### src/rtl/pipeline_hazard_ctrl_if.sv
// pipeline_hazard_ctrl_if: hazard-detect inputs, pipeline register controls and perf counters
interface pipeline_hazard_ctrl_if #(parameter int CNT_W = 16);
    logic [4:0] ID_rs1;
    logic [4:0] ID_rs2;
    logic ID_useRs1;
    logic ID_useRs2;
    logic EX_MemRead;
    logic [4:0] EX_rd;
    logic EX_redirect;
    logic imem_ready;
    logic dmem_busy;
    logic PCWrite;
    logic PCSel;
    logic IF_IDWrite;
    logic IF_IDFlush;
    logic ID_EXWrite;
    logic ID_EXFlush;
    logic EX_MEMWrite;
    logic [CNT_W-1:0] stall_cnt;
    logic [CNT_W-1:0] flush_cnt;
    modport master (
        output ID_rs1, ID_rs2, ID_useRs1, ID_useRs2, EX_MemRead, EX_rd, EX_redirect, imem_ready, dmem_busy,
        input PCWrite, PCSel, IF_IDWrite, IF_IDFlush, ID_EXWrite, ID_EXFlush, EX_MEMWrite, stall_cnt, flush_cnt
    );
    modport slave (
        input ID_rs1, ID_rs2, ID_useRs1, ID_useRs2, EX_MemRead, EX_rd, EX_redirect, imem_ready, dmem_busy,
        output PCWrite, PCSel, IF_IDWrite, IF_IDFlush, ID_EXWrite, ID_EXFlush, EX_MEMWrite, stall_cnt, flush_cnt
    );
endinterface

### src/rtl/pipeline_hazard_ctrl.sv
// pipeline_hazard_ctrl: stall/flush sequencer for the 5-stage pipeline with saturating perf counters
module pipeline_hazard_ctrl #(
    parameter int LOAD_STALL = 1,
    parameter int REDIRECT_CYCLES = 1,
    parameter int CNT_W = 16
) (
    input logic clk,
    input logic reset,
    pipeline_hazard_ctrl_if.slave hz
);
    typedef enum logic [1:0] {RUN, LUSTALL, REDIR} state_t;
    state_t state, nxt;
    logic [3:0] rem, nrem;
    logic hazard, redir_go;
    logic [CNT_W-1:0] stall_q, flush_q;
    assign hazard = hz.EX_MemRead && hz.EX_rd != 5'd0 &&
                    ((hz.ID_useRs1 && hz.ID_rs1 == hz.EX_rd) || (hz.ID_useRs2 && hz.ID_rs2 == hz.EX_rd));
    assign hz.stall_cnt = stall_q;
    assign hz.flush_cnt = flush_q;
    always_comb begin
        nxt = state;
        nrem = rem;
        redir_go = 1'b0;
        hz.PCWrite = 1'b1;
        hz.PCSel = 1'b0;
        hz.IF_IDWrite = 1'b1;
        hz.IF_IDFlush = 1'b0;
        hz.ID_EXWrite = 1'b1;
        hz.ID_EXFlush = 1'b0;
        hz.EX_MEMWrite = 1'b1;
        if (reset) begin
            hz.PCWrite = 1'b0;
            hz.IF_IDWrite = 1'b0;
            hz.ID_EXWrite = 1'b0;
            hz.EX_MEMWrite = 1'b0;
            hz.IF_IDFlush = 1'b1;
            hz.ID_EXFlush = 1'b1;
        end else if (hz.dmem_busy) begin
            // whole pipe freezes; a pending redirect stays on its input until busy drops
            hz.PCWrite = 1'b0;
            hz.IF_IDWrite = 1'b0;
            hz.ID_EXWrite = 1'b0;
            hz.EX_MEMWrite = 1'b0;
        end else if (state == REDIR) begin
            hz.IF_IDFlush = 1'b1;
            nrem = rem - 4'd1;
            nxt = rem <= 4'd1 ? RUN : REDIR;
        end else if (state == LUSTALL) begin
            hz.PCWrite = 1'b0;
            hz.IF_IDWrite = 1'b0;
            hz.ID_EXFlush = 1'b1;
            nrem = rem - 4'd1;
            nxt = rem <= 4'd1 ? RUN : LUSTALL;
        end else if (hz.EX_redirect) begin
            redir_go = 1'b1;
            hz.PCSel = 1'b1;
            hz.IF_IDFlush = 1'b1;
            hz.ID_EXFlush = 1'b1;
            if (REDIRECT_CYCLES > 1) begin
                nxt = REDIR;
                nrem = 4'(REDIRECT_CYCLES - 1);
            end
        end else if (hazard) begin
            hz.PCWrite = 1'b0;
            hz.IF_IDWrite = 1'b0;
            hz.ID_EXFlush = 1'b1;
            if (LOAD_STALL > 1) begin
                nxt = LUSTALL;
                nrem = 4'(LOAD_STALL - 1);
            end
        end else if (!hz.imem_ready) begin
            hz.PCWrite = 1'b0;
            hz.IF_IDFlush = 1'b1;
        end
    end
    always_ff @(posedge clk) begin
        if (reset) begin
            state <= RUN;
            rem <= 4'd0;
            stall_q <= '0;
            flush_q <= '0;
        end else begin
            state <= nxt;
            rem <= nrem;
            if (!hz.PCWrite && !(&stall_q)) stall_q <= stall_q + CNT_W'(1);
            if (redir_go && !(&flush_q)) flush_q <= flush_q + CNT_W'(1);
        end
    end
endmodule
### src/flat_wrapper.sv
// flat-port wrapper written by rule: the top's interface ports become plain ports
module pipeline_hazard_ctrl_flat 
#(
    parameter int LOAD_STALL = 1,
    parameter int REDIRECT_CYCLES = 1,
    parameter int CNT_W = 16
)
  (clk, reset, hz_ID_rs1, hz_ID_rs2, hz_ID_useRs1, hz_ID_useRs2, hz_EX_MemRead, hz_EX_rd, hz_EX_redirect, hz_imem_ready, hz_dmem_busy, hz_PCWrite, hz_PCSel, hz_IF_IDWrite, hz_IF_IDFlush, hz_ID_EXWrite, hz_ID_EXFlush, hz_EX_MEMWrite, hz_stall_cnt, hz_flush_cnt);
  pipeline_hazard_ctrl_if #(.CNT_W(CNT_W)) hz_i ();
  input logic clk;
  input logic reset;
  input wire logic [$bits(hz_i.ID_rs1)-1:0] hz_ID_rs1;
  input wire logic [$bits(hz_i.ID_rs2)-1:0] hz_ID_rs2;
  input wire logic [$bits(hz_i.ID_useRs1)-1:0] hz_ID_useRs1;
  input wire logic [$bits(hz_i.ID_useRs2)-1:0] hz_ID_useRs2;
  input wire logic [$bits(hz_i.EX_MemRead)-1:0] hz_EX_MemRead;
  input wire logic [$bits(hz_i.EX_rd)-1:0] hz_EX_rd;
  input wire logic [$bits(hz_i.EX_redirect)-1:0] hz_EX_redirect;
  input wire logic [$bits(hz_i.imem_ready)-1:0] hz_imem_ready;
  input wire logic [$bits(hz_i.dmem_busy)-1:0] hz_dmem_busy;
  output wire logic [$bits(hz_i.PCWrite)-1:0] hz_PCWrite;
  output wire logic [$bits(hz_i.PCSel)-1:0] hz_PCSel;
  output wire logic [$bits(hz_i.IF_IDWrite)-1:0] hz_IF_IDWrite;
  output wire logic [$bits(hz_i.IF_IDFlush)-1:0] hz_IF_IDFlush;
  output wire logic [$bits(hz_i.ID_EXWrite)-1:0] hz_ID_EXWrite;
  output wire logic [$bits(hz_i.ID_EXFlush)-1:0] hz_ID_EXFlush;
  output wire logic [$bits(hz_i.EX_MEMWrite)-1:0] hz_EX_MEMWrite;
  output wire logic [$bits(hz_i.stall_cnt)-1:0] hz_stall_cnt;
  output wire logic [$bits(hz_i.flush_cnt)-1:0] hz_flush_cnt;
  assign hz_i.ID_rs1 = hz_ID_rs1;
  assign hz_i.ID_rs2 = hz_ID_rs2;
  assign hz_i.ID_useRs1 = hz_ID_useRs1;
  assign hz_i.ID_useRs2 = hz_ID_useRs2;
  assign hz_i.EX_MemRead = hz_EX_MemRead;
  assign hz_i.EX_rd = hz_EX_rd;
  assign hz_i.EX_redirect = hz_EX_redirect;
  assign hz_i.imem_ready = hz_imem_ready;
  assign hz_i.dmem_busy = hz_dmem_busy;
  assign hz_PCWrite = hz_i.PCWrite;
  assign hz_PCSel = hz_i.PCSel;
  assign hz_IF_IDWrite = hz_i.IF_IDWrite;
  assign hz_IF_IDFlush = hz_i.IF_IDFlush;
  assign hz_ID_EXWrite = hz_i.ID_EXWrite;
  assign hz_ID_EXFlush = hz_i.ID_EXFlush;
  assign hz_EX_MEMWrite = hz_i.EX_MEMWrite;
  assign hz_stall_cnt = hz_i.stall_cnt;
  assign hz_flush_cnt = hz_i.flush_cnt;
  pipeline_hazard_ctrl #(.LOAD_STALL(LOAD_STALL), .REDIRECT_CYCLES(REDIRECT_CYCLES), .CNT_W(CNT_W)) u_core (.clk(clk), .reset(reset), .hz(hz_i));
endmodule
### config.mk
export PLATFORM = sky130hd
export DESIGN_NAME = pipeline_hazard_ctrl_flat
export DESIGN_NICKNAME = d
export VERILOG_FILES = /design/src/rtl/pipeline_hazard_ctrl_if.sv /design/src/rtl/pipeline_hazard_ctrl.sv /design/src/flat_wrapper.sv
export SDC_FILE = /design/constraint.sdc
export NUM_CORES = 1
export LEC_CHECK = 0
export BUFFER_PORTS_ARGS = -buffer_cell sky130_fd_sc_hd__buf_2
export CELL_PAD_IN_SITES_DETAIL_PLACEMENT = 0
export CELL_PAD_IN_SITES_GLOBAL_PLACEMENT = 2
export CORE_ASPECT_RATIO = 1.75
export CORE_MARGIN = 2
export CORE_UTILIZATION = 29
export DETAILED_ROUTE_END_ITERATION = 8
export PLACE_DENSITY_LB_ADDON = 0.1
export SLEW_MARGIN = 5
export SYNTH_ARGS = -nofsm -noshare
export SYNTH_HDL_FRONTEND = slang
export SYNTH_SLANG_ARGS = --single-unit
### constraint.sdc
create_clock -name clk -period 2.2 [get_ports clk]
set_input_delay 0.22 -clock clk [delete_from_list [all_inputs] [get_ports clk]]
set_output_delay 0.22 -clock clk [all_outputs]
set_load 0.02 [all_outputs]
# --- After elaboration in Yosys (flattened, before gate mapping) ---
# Index checks and enable logic that the tools add are counted.
totals:
  inputBits: 23
  ramBits: 0
  latch_bits: 0
  output_inout_bits: 39
  elab_cells: 67
  rom_bits: 0
  ff_bits: 38
  mem_count: 0
op_classes:
  order_cmp: 1
  n_reduce_logical: 15
  div_mod_pow: 0
  eq_ne: 4
  add_sub_neg: 3
  bitwise_logic: 1
  shifts: 0
  mux: 39
  mul: 0
ops:
  columns: ["operator", "count"]
  rows:
  - ["1-bit 2-to-1 mux", 34]
  - ["16-bit by 1-bit adder with 16-bit output, second input constant", 2]
  - ["16-bit AND reduction", 2]
  - ["5-bit equality test", 2]
  - ["4-bit 2-to-1 mux", 2]
  - ["1-bit logical AND", 6]
  - ["2-bit 2-to-1 mux", 3]
  - ["5-bit nonzero test", 1]
  - ["4-bit by 1-bit <= comparator with 1-bit output, second input constant", 1]
  - ["4-bit by 1-bit subtractor with 4-bit output, second input constant", 1]
  - ["1-bit logical NOT", 3]
  - ["2-bit by 1-bit equality test with 1-bit output, second input constant", 1]
  - ["2-bit equality test, second input constant", 1]
  - ["2-bit AND reduction", 1]
  - ["2-bit nonzero test", 1]
  - ["1-bit logical OR", 1]
  - ["1-bit inverter", 1]

# --- Longest topological paths before layout ---
# Gate-level depths: netlist of run 1.
depth:
  depth_word: 12
  depth_mapped: 9
  mapped_depth_nobuf: 9

# --- Least setup slack after synthesis of run 1 ---
# OpenSTA, ideal clock, no wires.
synth_timing:
  path_kind: "reg-to-reg"
  start: "register u_core.state[0]"
  end: "register u_core.flush_q[15] (netlist: u_core.hz.flush_cnt[15])"
  required_time_ns: 2.130
  setup_time_ns: 0.070
  setup_slack_ns: 0.232
  arrival_ns: 1.898
  synth_period_minus_slack_ns: 1.968
  stages_incl_launch_ff: 9
  path_buffers: 0
  path_cell_list: "dfxtp_1 -> inv_1 -> ha_1 -> nor2_1 -> nand4b_1 -> a2111oi_4 -> nand2_1 -> or3_1 -> a21oi_1"
synth_via:
  elab_chain_cells: 6
  word_cells_on_any_way: 7
  classes_between: "eq/ne: 2; mux: 4; reduce/logical: 1"
synth_rtl:
  columns: ["element", "line_no", "source"]
  rows:
  - ["start: declaration", "pipeline_hazard_ctrl.sv:12", "state_t state, nxt;"]
  - ["start signal: assignment", "pipeline_hazard_ctrl.sv:83", "state <= nxt;"]
  - ["2-bit by 1-bit equality test with 1-bit output", "pipeline_hazard_ctrl.sv:48", "end else if (state == LUSTALL) begin"]
  - ["1-bit 2-to-1 mux", "pipeline_hazard_ctrl.sv:48", null]
  - ["1-bit 2-to-1 mux *", "pipeline_hazard_ctrl.sv:44", "end else if (state == REDIR) begin"]
  - ["1-bit 2-to-1 mux *", "pipeline_hazard_ctrl.sv:38", "end else if (hz.dmem_busy) begin"]
  - ["1-bit 2-to-1 mux *", "pipeline_hazard_ctrl.sv:31", "if (reset) begin"]
  - ["1-bit logical AND *", "pipeline_hazard_ctrl.sv:86", "if (redir_go && !(&flush_q)) flush_q <= flush_q + CNT_W'(1);"]
  - ["end signal: assignment", "pipeline_hazard_ctrl.sv:86", null]
  - ["end: declaration", "pipeline_hazard_ctrl.sv:15", "logic [CNT_W-1:0] stall_q, flush_q;"]
# Every way passes the cells marked *; elsewhere a longest branch is shown, timed or not.
# A chain may end at the register's enable or synchronous reset.

# --- Worst setup path after layout of run 1 ---
layout_timing:
  start: "register u_core.state[0]"
  end: "output port hz_PCWrite"
layout_via:
  elab_chain_cells: 5
  word_cells_on_any_way: 6
  classes_between: "eq/ne: 2; mux: 4"
layout_rtl:
  columns: ["element", "line_no", "source"]
  rows:
  - ["2-bit by 1-bit equality test with 1-bit output", "pipeline_hazard_ctrl.sv:48", null]
  - ["1-bit 2-to-1 mux", "pipeline_hazard_ctrl.sv:48", null]
  - ["1-bit 2-to-1 mux *", "pipeline_hazard_ctrl.sv:44", null]
  - ["1-bit 2-to-1 mux *", "pipeline_hazard_ctrl.sv:38", null]
  - ["1-bit 2-to-1 mux *", "pipeline_hazard_ctrl.sv:31", null]
  - ["end: declaration", "flat_wrapper.sv:21", "output wire logic [$bits(hz_i.PCWrite)-1:0] hz_PCWrite;"]
# Marks and branches as above.

==> out/summary.log, run 1 <==
INFO  synth          synth.lib_cells_used.distinct=41
INFO  synth          yosys-top-cells-area=sky130_fd_sc_hd__dfxtp_1 (37%), sky130_fd_sc_hd__xnor2_1 (12%), sky130_fd_sc_hd__nor2_1 (7.7%)
INFO  floorplan      pin_count=62
INFO  global_routing grt_pass1_vias=1904
INFO  global_routing grtUsageMet3=0.0313
INFO  cts            clk-insertion-delay-late=280ps
INFO  setup_path     critPathArrivalTime=1790ps
INFO  final_layout   layout.nets=344
INFO  synth          synth_top_area_share=0.371
INFO  setup_path     number_of_buffer_and_inverter_stages_on_the_critical_path=3
INFO  timing         grt_setup_unrepaired=no
INFO  synth          post-synth-top-area-cell=sky130_fd_sc_hd__dfxtp_1
INFO  setup_path     worst_setup_path_end_kind=output port
INFO  power_and_ir_drop vdd_ir_drop_max=0.313mV
INFO  timing         fin_hold_ws=299ps
INFO  floorplan      die_height=115um
INFO  final_layout   n_antenna_cell=0
INFO  timing         max_slew_violation_count=0
INFO  placed_design  detailed_place_hpwl=4.13mm
INFO  synth          synthAdderAreaFrac=0.0367
INFO  setup_path     critical_path_peak_fanout=6
INFO  synth          postSynth.asyncResetShare=0
INFO  synth          synth_top_family_by_area=simple AND/OR/NAND/NOR gates
INFO  power_and_ir_drop leakage=0.00109uW
INFO  power_and_ir_drop power-per-cell-area=619nW/um2
INFO  floorplan      die_area=7780um2
INFO  global_routing wire_length_of_the_first_global_routing_pass=8.82mm
INFO  final_layout   num-fill-cells=714
INFO  timing         period_share=0.915
INFO  cts            clk_root_buffer_cell=sky130_fd_sc_hd__clkbuf_16
INFO  detailed_routing ant_nets=0
INFO  timing         worst-slew-pin-transition=448ps
INFO  synth          syn-cell-area=2050um2
INFO  detailed_routing drcViolationCount=0
INFO  cts            cts_sinks=38
INFO  global_routing grt_overall_usage=0.149
INFO  synth          yosys_warnings=0
INFO  final_layout   multiInputGateArea=1220um2
INFO  setup_path     cp_cell_sequence=inv_1 > ha_1 > a21oi_1 > nor3_1 > buf_4 > or2_2 > buf_2
INFO  synth          syn_inst=243
INFO  synth          simple_gate_area_share_of_the_yosys_netlist=0.278
INFO  cts            cts_hold_buf=0
INFO  setup_path     critical_path.slowest_cell=sky130_fd_sc_hd__dfxtp_1
INFO  detailed_routing firstDrtPassIters=4
INFO  synth          post-synth-top-count-cell=sky130_fd_sc_hd__nor2_1
INFO  final_layout   drive_above_1_share=0.282
INFO  floorplan      initial_core_util=0.299
INFO  global_routing grtUsageMet2=0.273
INFO  global_routing globalRoute.totalOverflow=0
INFO  synth          synthesis.area_per_instance=8.43um2
INFO  run            max_cap_violations=0
INFO  synth          post_synth_most_frequent_cells=sky130_fd_sc_hd__nor2_1 (42), sky130_fd_sc_hd__dfxtp_1 (38), sky130_fd_sc_hd__xnor2_1 (27)
INFO  setup_path     worst-endpoint-required=1980ps
INFO  floorplan      num_rows=40
INFO  synth          synth_enable_flop_cells=0
INFO  cts            clock_tree.htree_level_count=2
INFO  cts            tritoncts=built
INFO  setup_path     criticalPathCategory=register to output port
INFO  timing         timing.max_slew.rel_slack=0.701
INFO  final_layout   fin_area=2690um2
INFO  floorplan      core=6860um2
INFO  setup_path     worst_setup_path_start_kind=register
INFO  synth          synth_xor_area_frac=0.171
INFO  cts            num_cts_buffers=5
INFO  status         outcome=finished clean
INFO  timing         fmax=497MHz
INFO  hold_path      worstHoldPathType=input pin to register
INFO  detailed_routing iter_0_drt_violations=39
INFO  setup_path     timing.critical_path.max_delay_family=buffers and inverters
INFO  global_routing busiest_layer=met2
INFO  timing         final-setup-viol-count=0
INFO  global_routing grt_util_met1=0.161
INFO  synth          synth_fp_nets=272
INFO  placed_design  postPlaceCellArea=2510um2
INFO  synth          synth_compound_gate_area_share=0.0996
INFO  detailed_routing routed_wirelength=5.34mm
INFO  detailed_routing routed-via-count=1921
INFO  timing         finClkSkew=5.79ps
INFO  setup_path     stage_delay_of_the_slowest_cell_on_the_critical_path=350ps
INFO  placed_design  finalWeightedCongestion=0.732
INFO  synth          ys_seq_elements=38
INFO  timing         final.setup.tns=0ps
INFO  final_layout   layout-area-overhead-vs-synth=31.3%
INFO  detailed_routing routed_via_density=4.80
INFO  cts            cts_max_path_buffers=2
INFO  synth          synth_mux_area_frac=0.00489
INFO  synth          synth_flop_cell=sky130_fd_sc_hd__dfxtp_1
INFO  floorplan      die_width=67.5um
INFO  timing         count_of_final_hold_check_violations=0
INFO  global_routing maximum_number_of_pins_on_one_net_before_global_route_repair=30
INFO  cts            clkSlewWorstSetupHoldPaths=60ps
INFO  global_routing antenna_violations_before_repair=0
INFO  final_layout   sequential_cell_area=761um2
INFO  timing         final_critical_path_time_including_i_o_delays_and_setup=2010ps
INFO  synth          ys_seq_area_frac=0.371
INFO  placed_design  io_buffers=61
INFO  detailed_routing drt-wirelength-per-cell=13.4um
==> path summary, 6_finish.rpt <==
| kind | from | endpoint | slack [ps] | cells after the start |
|---|---|---|---|---|
| max | u_core.state[0] | hz_PCWrite | 190 | 7 |
| min | reset | u_core.hz.flush_cnt[13] | 300 | 2 |
| max reg2reg | u_core.state[0] | u_core.hz.flush_cnt[11] | 210 | 9 |
| min reg2reg | u_core.state[1] | u_core.state[1] | 500 | 2 |
==> power breakdown <==
part           internal (uW)  switching, uW  total [uW]
clock network            536            268         804
logic                   65.7           89.0         155
registers                696           9.95         706
total                   1300            367        1660
==> through the flow <==
stage / utilization / cells / worst slack (ps) / total power, uW
after detailed placement: 0.366 / 391 / 50.1 / 878
final: 0.392 / 400 / 187 / 1660
after global routing: 0.392 / 400 / 24.9 / 1740
after global placement: 0.366 / 391 / 101 / 877
after floorplan: - / 243 / 232 / 817
after CTS: 0.390 / 399 / 26.7 / 1700
==> cells in the final DEF, fill, tap and decap left out, types with 7 or more instances in the layout <==
master                     n
sky130_fd_sc_hd__nor3_1    8
sky130_fd_sc_hd__xor2_1   13
sky130_fd_sc_hd__nand4_1  11
sky130_fd_sc_hd__buf_4    11
sky130_fd_sc_hd__nand2_1  16
sky130_fd_sc_hd__nand3_1  12
sky130_fd_sc_hd__a21oi_1   7
sky130_fd_sc_hd__dfxtp_1  38
sky130_fd_sc_hd__xnor2_1  27
sky130_fd_sc_hd__inv_1    10
sky130_fd_sc_hd__buf_2    61
sky130_fd_sc_hd__nor2_1   42
==> layer usage <==
| layer | up-vias | part of all wire |
|---|---|---|
| met4 | 0 | 0.017 |
| met5 | - | 0 |
| met2 | 28 | 0.56 |
| met1 | 905 | 0.40 |
| li1 | 981 | - |
| met3 | 7 | 0.030 |
==> what timing repair did <==
| item | 4_1_cts | 5_1_grt |
|---|---|---|
| gates resized for setup | 0 | 2 |
| setup buffers | 0 | 1 |
| endpoints found under the hold margin | 0 | 0 |
| endpoints found under the setup margin | 0 | 5 |
==> state kept, by name, summed over array words and instances, names as in the netlist <==
register,flops
u_core.hz.flush_cnt,16
u_core.state,2
u_core.hz.stall_cnt,16
u_core.rem,4
==> cell type report <==
cell class,count,area share
clock inverter,1,0.0112
sequential,38,0.283
tap,84,0.0391
timing repair buffer,73,0.152
multi-input combinational,187,0.452
clock buffer,7,0.0493
inverter,10,0.0140
==> cell families (layout without fill, tap and decap cells) <==
kind of cell / Yosys count / after routing
simple gates: 115 / 115
fa+ha+maj: 6 / 6
buf+inv: 18 / 91
xor+xnor: 40 / 40
mux: 1 / 1
flops: 38 / 38
compound gates: 25 / 25
Note: power is estimated with default switching activity, not from simulation.
==> run 2: changes to the inputs <==
--- a/config.mk
+++ b/config.mk
@@ -10,10 +10,9 @@
 export CELL_PAD_IN_SITES_GLOBAL_PLACEMENT = 2
 export CORE_ASPECT_RATIO = 1.75
 export CORE_MARGIN = 2
-export CORE_UTILIZATION = 29
+export CORE_UTILIZATION = 26
 export DETAILED_ROUTE_END_ITERATION = 8
 export PLACE_DENSITY_LB_ADDON = 0.1
-export SLEW_MARGIN = 5
 export SYNTH_ARGS = -nofsm -noshare
 export SYNTH_HDL_FRONTEND = slang
 export SYNTH_SLANG_ARGS = --single-unit
==> constraint.sdc (replaced) <==
create_clock -name clk -period 1.63 [get_ports clk]
set_input_delay 0.163 -clock clk [delete_from_list [all_inputs] [get_ports clk]]
set_output_delay 0.163 -clock clk [all_outputs]
set_load 0.02 [all_outputs]
==> run 2 against run 1 <==
The flow now finishes with violations (setup timing). Clock power rose by 24%. Critical path depth rose by 2. Highest routed layer unchanged. Combinational power rose by 130%. Final cell count rose by 17%. Wire length rose by 20%.
==> out/summary.log, run 2 (same netlist as run 1, synthesis figures left out) <==
INFO  global_routing antenna_violations_before_repair=0 [unchanged]
INFO  placed_design  pre_cts_slack=-329ps [-379 ps]
INFO  detailed_routing routed_wirelength=6.39mm [+20%]
INFO  setup_path     timing.critical_path.from=u_core.state[0]
INFO  hold_path      worstHoldPathType=input pin to register
INFO  cts            tritoncts=built
INFO  floorplan      core=7620um2 [+11%]
INFO  power_and_ir_drop leakage=0.00150uW [+38%]
INFO  placed_design  io_buffers=61 [unchanged]
INFO  cts            num_cts_buffers=5 [unchanged]
INFO  run            max_cap_violations=0 [unchanged]
INFO  floorplan      die_area=8630um2 [+11%]
INFO  final_layout   n_antenna_cell=0 [unchanged]
INFO  timing         final-setup-viol-count=34 [+34]
INFO  power_and_ir_drop vdd_ir_drop_max=0.345mV [+10%]
INFO  floorplan      pin_count=62 [unchanged]
INFO  cts            cts_sinks=38 [unchanged]
INFO  global_routing grt_overall_usage=0.153 [+0.00372]
INFO  cts            clock_tree.htree_level_count=2 [unchanged]
INFO  setup_path     criticalPathCategory=register to register
INFO  final_layout   layout-area-overhead-vs-synth=80.2%
INFO  timing         worst-slew-pin-transition=429ps [-18.4 ps]
INFO  setup_path     critPathArrivalTime=2070ps [+280 ps]
INFO  setup_path     worst-endpoint-required=1840ps [-140 ps]
INFO  detailed_routing routed-via-count=2189 [+14%]
INFO  detailed_routing iter_0_drt_violations=41 [+5.1%]
INFO  timing         grt_setup_unrepaired=yes
INFO  setup_path     startpoint_of_the_most_critical_register_to_register_path=u_core.state[0]
INFO  global_routing grt_pass1_vias=2262 [+19%]
INFO  setup_path     logic_depth_of_the_worst_register_to_register_path=9 [unchanged]
INFO  cts            cts_hold_buf=0 [unchanged]
INFO  setup_path     critical_path_peak_fanout=5 [-1]
INFO  global_routing maximum_number_of_pins_on_one_net_before_global_route_repair=38 [+27%]
INFO  final_layout   commonest_non_fill_non_tap_cell_in_the_layout=sky130_fd_sc_hd__buf_4
INFO  detailed_routing drt-wirelength-per-cell=13.7um [+2.6%]
INFO  floorplan      die_width=71.1um [+5.3%]
INFO  setup_path     ff2ff_setup_slack=-220ps [-430 ps]
INFO  setup_path     worst_setup_path_start_kind=register
INFO  floorplan      initial_core_util=0.269 [-0.0299]
INFO  timing         finClkSkew=2.53ps [-3.26 ps]
INFO  timing         max_slew_violation_count=0 [unchanged]
INFO  detailed_routing routed_via_density=4.70 [-2.2%]
INFO  cts            clk_root_buffer_cell=sky130_fd_sc_hd__clkbuf_16
INFO  global_routing wire_length_of_the_first_global_routing_pass=10.3mm [+17%]
INFO  status         violations=setup timing
INFO  floorplan      die_height=121um [+5.4%]
INFO  timing         layout_setup_ws=-221ps [-408 ps]
INFO  timing         count_of_final_hold_check_violations=0 [unchanged]
INFO  detailed_routing firstDrtPassIters=4 [unchanged]
INFO  timing         final_critical_path_time_including_i_o_delays_and_setup=1850ps
INFO  placed_design  finalWeightedCongestion=0.721 [-1.5%]
INFO  power_and_ir_drop power-per-cell-area=622nW/um2 [+0.44%]
INFO  timing         period_share=1.14
INFO  timing         timing.max_slew.rel_slack=0.714 [+0.0125]
INFO  detailed_routing ant_nets=0 [unchanged]
INFO  final_layout   drive_above_1_share=0.561 [+0.279]
INFO  status         outcome=complete, but fails checks
INFO  global_routing globalRoute.totalOverflow=0 [unchanged]
INFO  setup_path     crit_path_end=u_core.hz.flush_cnt[15]
INFO  floorplan      num_rows=42 [+5.0%]
INFO  timing         fmax=540MHz
INFO  setup_path     r2r_end=u_core.hz.flush_cnt[15]
INFO  final_layout   fin_area=3690um2 [+37%]
INFO  placed_design  detailed_place_hpwl=4.69mm [+14%]
INFO  placed_design  postPlaceCellArea=2900um2 [+15%]
INFO  setup_path     worst_setup_path_end_kind=register
INFO  final_layout   final_cell_mix=sky130_fd_sc_hd__buf_4 (55), sky130_fd_sc_hd__buf_2 (53), sky130_fd_sc_hd__nor2_1 (39), sky130_fd_sc_hd__dfxtp_1 (27), sky130_fd_sc_hd__buf_6 (23)
INFO  cts            clk-insertion-delay-late=280ps [about the same]
INFO  detailed_routing drcViolationCount=0 [unchanged]
INFO  cts            cts_max_path_buffers=2 [unchanged]
INFO  cts            clkSlewWorstSetupHoldPaths=60ps [about the same]
INFO  final_layout   layout.nets=406 [+18%]
## run 2: worst min-delay path by stage
| stage | start | to | slack, ps | depth (start not counted) |
|---|---|---|---|---|
| after CTS | reset | u_core.state[0] | 210 | 3 |
| after floorplan | u_core.state[0] | u_core.state[0] | 460 | 2 |
| after global routing | reset | u_core.state[0] | 230 | 3 |
| after detailed placement | u_core.state[0] | u_core.state[0] | 490 | 2 |
| final | reset | u_core.state[0] | 200 | 3 |
| after global placement | u_core.state[0] | u_core.state[0] | 480 | 2 |
## run 2: power by group
part           switching, uW  internal [uW]  total, uW
Combinational            176            182        358
Clock                    386            607        993
Sequential              6.26            938        944
Total                    568           1730       2290
## run 2: per-layer routing
metal,wire length [um],track usage,up-vias
met3,230,0.0291,7
met4,114,0.0601,0
li1,-,-,1105
met1,2300,0.152,1029
met2,3740,0.300,48
met5,0,0,-
## run 2: layout make-up
class,count,area [um2]
Inverter,10,37.5
Multi-Input combinational cell,188,1630
Tap cell,88,110
Fill cell,762,3930
Clock buffer,7,143
Sequential cell,38,777
Timing Repair Buffer,134,992
Clock inverter,1,5.00
## run 2: worst max-delay path, cell delays in order (launching register included)
cell                        delay [ps]
sky130_fd_sc_hd__dfxtp_4           370
sky130_fd_sc_hd__inv_2              50
sky130_fd_sc_hd__ha_4              160
sky130_fd_sc_hd__nor2_4             90
sky130_fd_sc_hd__nand4b_1          120
sky130_fd_sc_hd__buf_6             160
sky130_fd_sc_hd__a2111oi_4         250
sky130_fd_sc_hd__nand2_2           130
sky130_fd_sc_hd__or3_1             320
sky130_fd_sc_hd__a21oi_1           140
## run 2: repair_timing
| item | 4_1_cts | 5_1_grt |
|---|---|---|
| setup buffers | 4 | 14 |
| pin swaps | 22 | 41 |
| gates resized for setup | 51 | 50 |
| endpoints found under the setup margin | 36 | 37 |
| cloned | 1 | 0 |
## run 2: stage by stage
stage	instances	util	TNS [ps]	total power, uW	hold WS, ps
3_3_place_gp	440	0.381	-7270	1230	482
5_1_grt	466	0.484	-7960	2390	227
2_1_floorplan	243	-	-3420	1110	461
4_1_cts	453	0.436	-4640	2280	208
3_5_place_dp	440	0.381	-8080	1230	487
6_report	466	0.484	-4260	2290	198
==> run 3: changes to the inputs <==
--- a/config.mk
+++ b/config.mk
@@ -12,7 +12,7 @@
 export CORE_MARGIN = 2
 export CORE_UTILIZATION = 26
 export DETAILED_ROUTE_END_ITERATION = 8
-export PLACE_DENSITY_LB_ADDON = 0.1
+export PLACE_DENSITY = 0.76
 export SYNTH_ARGS = -nofsm -noshare
 export SYNTH_HDL_FRONTEND = slang
 export SYNTH_SLANG_ARGS = --single-unit
==> run 3 against run 2 <==
The flow still finishes with violations (setup timing). Wire length shrank 9.8%. Fmax grew 0.32%. Largest cell class unchanged. Critical path depth grew 1. Die area is the same. Power shrank 4.6%. Global-route usage shrank 1.3 points. Non-clock buffer count shrank 6.
==> out/summary.log, run 3 (same netlist as run 1, synthesis figures left out) <==
INFO  status         outcome=complete, but fails checks
INFO  status         violations=setup timing
INFO  setup_path     criticalPathCategory=register to register
INFO  cts            clock_tree.htree_level_count=2 [unchanged]
INFO  setup_path     startpoint_of_the_most_critical_register_to_register_path=u_core.state[0]
INFO  placed_design  numPlacedInstances=434 [-1.4%]
INFO  final_layout   layout.nets=400 [-1.5%]
INFO  detailed_routing routed-via-count=2138 [-2.3%]
INFO  placed_design  finalWeightedCongestion=0.718 [-0.39%]
INFO  setup_path     crit_path_end=u_core.hz.flush_cnt[12]
INFO  timing         final-setup-viol-count=31 [-8.8%]
INFO  detailed_routing routed_via_density=4.66 [-0.84%]
INFO  final_layout   fin_area=3490um2 [-5.4%]
INFO  global_routing globalRoute.totalOverflow=0 [unchanged]
INFO  setup_path     r2r_end=u_core.hz.flush_cnt[12]
INFO  cts            clk_root_buffer_cell=sky130_fd_sc_hd__clkbuf_16
INFO  timing         max_slew_violation_count=0 [unchanged]
INFO  floorplan      die_area=8630um2 [unchanged]
INFO  floorplan      core=7620um2 [unchanged]
INFO  setup_path     timing.critical_path.from=u_core.state[0]
INFO  placed_design  postPlaceCellArea=2860um2 [-1.6%]
INFO  floorplan      num_rows=42 [unchanged]
INFO  run            max_cap_violations=0 [unchanged]
INFO  timing         finClkSkew=2.87ps [+0.335 ps]
INFO  setup_path     ff2ff_setup_slack=-220ps [about the same]
INFO  detailed_routing ant_nets=0 [unchanged]
INFO  floorplan      pin_count=62 [unchanged]
INFO  detailed_routing drcViolationCount=0 [unchanged]
INFO  detailed_routing firstDrtPassIters=4 [unchanged]
INFO  power_and_ir_drop leakage=0.00144uW [-4.1%]
INFO  final_layout   final_cell_mix=sky130_fd_sc_hd__buf_4 (63), sky130_fd_sc_hd__buf_2 (55), sky130_fd_sc_hd__nor2_1 (39), sky130_fd_sc_hd__dfxtp_1 (25), sky130_fd_sc_hd__xnor2_1 (23)
INFO  timing         layout_setup_ws=-216ps [+5.88 ps]
INFO  final_layout   final_cells=459 [-1.5%]
INFO  cts            clkSlewWorstSetupHoldPaths=50ps [about the same]
INFO  hold_path      worstHoldPathType=input pin to register
INFO  setup_path     critical_path_peak_fanout=3 [-2]
INFO  timing         grt_setup_unrepaired=yes
INFO  timing         final.setup.tns=-3710ps [+554 ps]
INFO  timing         count_of_final_hold_check_violations=0 [unchanged]
INFO  setup_path     worst_setup_path_start_kind=register
INFO  setup_path     worst-endpoint-required=1790ps [-50 ps]
INFO  detailed_routing iter_0_drt_violations=80 [+95%]
INFO  power_and_ir_drop vdd_ir_drop_max=0.354mV [+2.7%]
INFO  global_routing wire_length_of_the_first_global_routing_pass=9.49mm [-7.8%]
INFO  placed_design  detailed_place_hpwl=4.24mm [-9.6%]
INFO  global_routing antenna_violations_before_repair=0 [unchanged]
INFO  final_layout   n_antenna_cell=0 [unchanged]
INFO  timing         final_critical_path_time_including_i_o_delays_and_setup=1850ps [-5.88 ps]
INFO  cts            num_cts_buffers=5 [unchanged]
INFO  power_and_ir_drop power-per-cell-area=627nW/um2 [+0.84%]
INFO  detailed_routing routed_wirelength=5.76mm [-9.8%]
INFO  global_routing maximum_number_of_pins_on_one_net_before_global_route_repair=40 [+5.3%]
INFO  final_layout   num-fill-cells=742 [-2.6%]
INFO  final_layout   drive_above_1_share=0.531 [-0.0298]
INFO  timing         worst-slew-pin-transition=425ps [-3.83 ps]
INFO  placed_design  io_buffers=61 [unchanged]
INFO  setup_path     worst_setup_path_end_kind=register
INFO  final_layout   layout-area-overhead-vs-synth=70.5%
INFO  floorplan      initial_core_util=0.269 [unchanged]
INFO  floorplan      die_width=71.1um [unchanged]
INFO  detailed_routing drt-wirelength-per-cell=12.6um [-8.4%]
INFO  cts            tritoncts=built
INFO  global_routing grt_pass1_vias=2137 [-5.5%]
INFO  final_layout   fin_util=0.458 [-0.0261]
INFO  timing         period_share=1.13 [-0.00361]
INFO  cts            clk-insertion-delay-late=290ps [about the same]
INFO  timing         timing.max_slew.rel_slack=0.716 [+0.00255]
INFO  cts            cts_max_path_buffers=2 [unchanged]
INFO  global_routing grt_overall_usage=0.139 [-0.0132]
INFO  setup_path     critPathArrivalTime=2000ps [-70 ps]
INFO  setup_path     logic_depth_of_the_worst_register_to_register_path=10 [+1]
INFO  timing         fmax=542MHz [+0.32%]
INFO  cts            cts_sinks=38 [unchanged]
INFO  final_layout   commonest_non_fill_non_tap_cell_in_the_layout=sky130_fd_sc_hd__buf_4
INFO  floorplan      die_height=121um [unchanged]
[run 3: cell types whose count changed in the layout (fill, tap and decap cells not counted), sizes merged]
cell,delta
clkinv,-1
buf,-6
[run 3: worst min-delay path by stage]
stage                               start              end  slack, ps  cells past startpoint
after floorplan           u_core.state[0]  u_core.state[0]        460                      2
after global placement    u_core.state[0]  u_core.state[0]        470                      2
after global routing         hz_dmem_busy  u_core.state[0]        390                      4
final                        hz_dmem_busy  u_core.state[0]        360                      4
after detailed placement  u_core.state[0]  u_core.state[0]        480                      2
after CTS                    hz_dmem_busy  u_core.state[0]        350                      4
[run 3: timing repair]
item,CTS,global route
cloned,1,0
hold buffers,0,0
resized for setup,53,20
setup buffers,8,10
endpoints found under the setup margin,36,37
pin swaps,25,25
[run 3: worst max-delay path: stages (launching register included)]
cell and delay [ps]:
sky130_fd_sc_hd__dfxtp_2 350, sky130_fd_sc_hd__inv_2 50, sky130_fd_sc_hd__ha_4 160, sky130_fd_sc_hd__nor2_4 100, sky130_fd_sc_hd__nand4b_1 210, sky130_fd_sc_hd__buf_4 210, sky130_fd_sc_hd__nor3_4 140, sky130_fd_sc_hd__and2_4 190
sky130_fd_sc_hd__nand4_1 110, sky130_fd_sc_hd__xor2_1 150, sky130_fd_sc_hd__nor2_1 50
[run 3: report_power, final]
part | switching (uW) | leakage, uW | internal, uW | total [uW]
combinational | 159 | 0.00106 | 157 | 315
sequential | 7.76 | 0.000313 | 940 | 947
clock | 367 | 0.0000640 | 559 | 926
[run 3: through the flow]
stage                     hold WS, ps  worst slack (ps)  total power (uW)
after floorplan                   461              -203              1110
after global placement            473              -304              1210
after detailed placement          484              -323              1210
after CTS                         350              -262              2190
after global routing              388              -383              2270
final                             357              -216              2190
[run 3: cell type report]
| cell class | instances | area [um2] | share of cell area |
|---|---|---|---|
| Multi-Input combinational cell | 188 | 1550 | 0.445 |
| Timing Repair Buffer | 128 | 882 | 0.253 |
| Sequential cell | 38 | 777 | 0.223 |
| Clock buffer | 7 | 133 | 0.0380 |
| Tap cell | 88 | 110 | 0.0315 |
| Inverter | 10 | 37.5 | 0.0107 |
[run 3: metal layers]
| layer | routed length, um | GRT usage | vias to the layer above |
|---|---|---|---|
| li1 | - | - | 1092 |
| met1 | 2160 | 0.147 | 989 |
| met2 | 3230 | 0.253 | 49 |
| met3 | 232 | 0.0282 | 8 |
| met4 | 134 | 0.0767 | 0 |
| met5 | 0 | 0 | - |
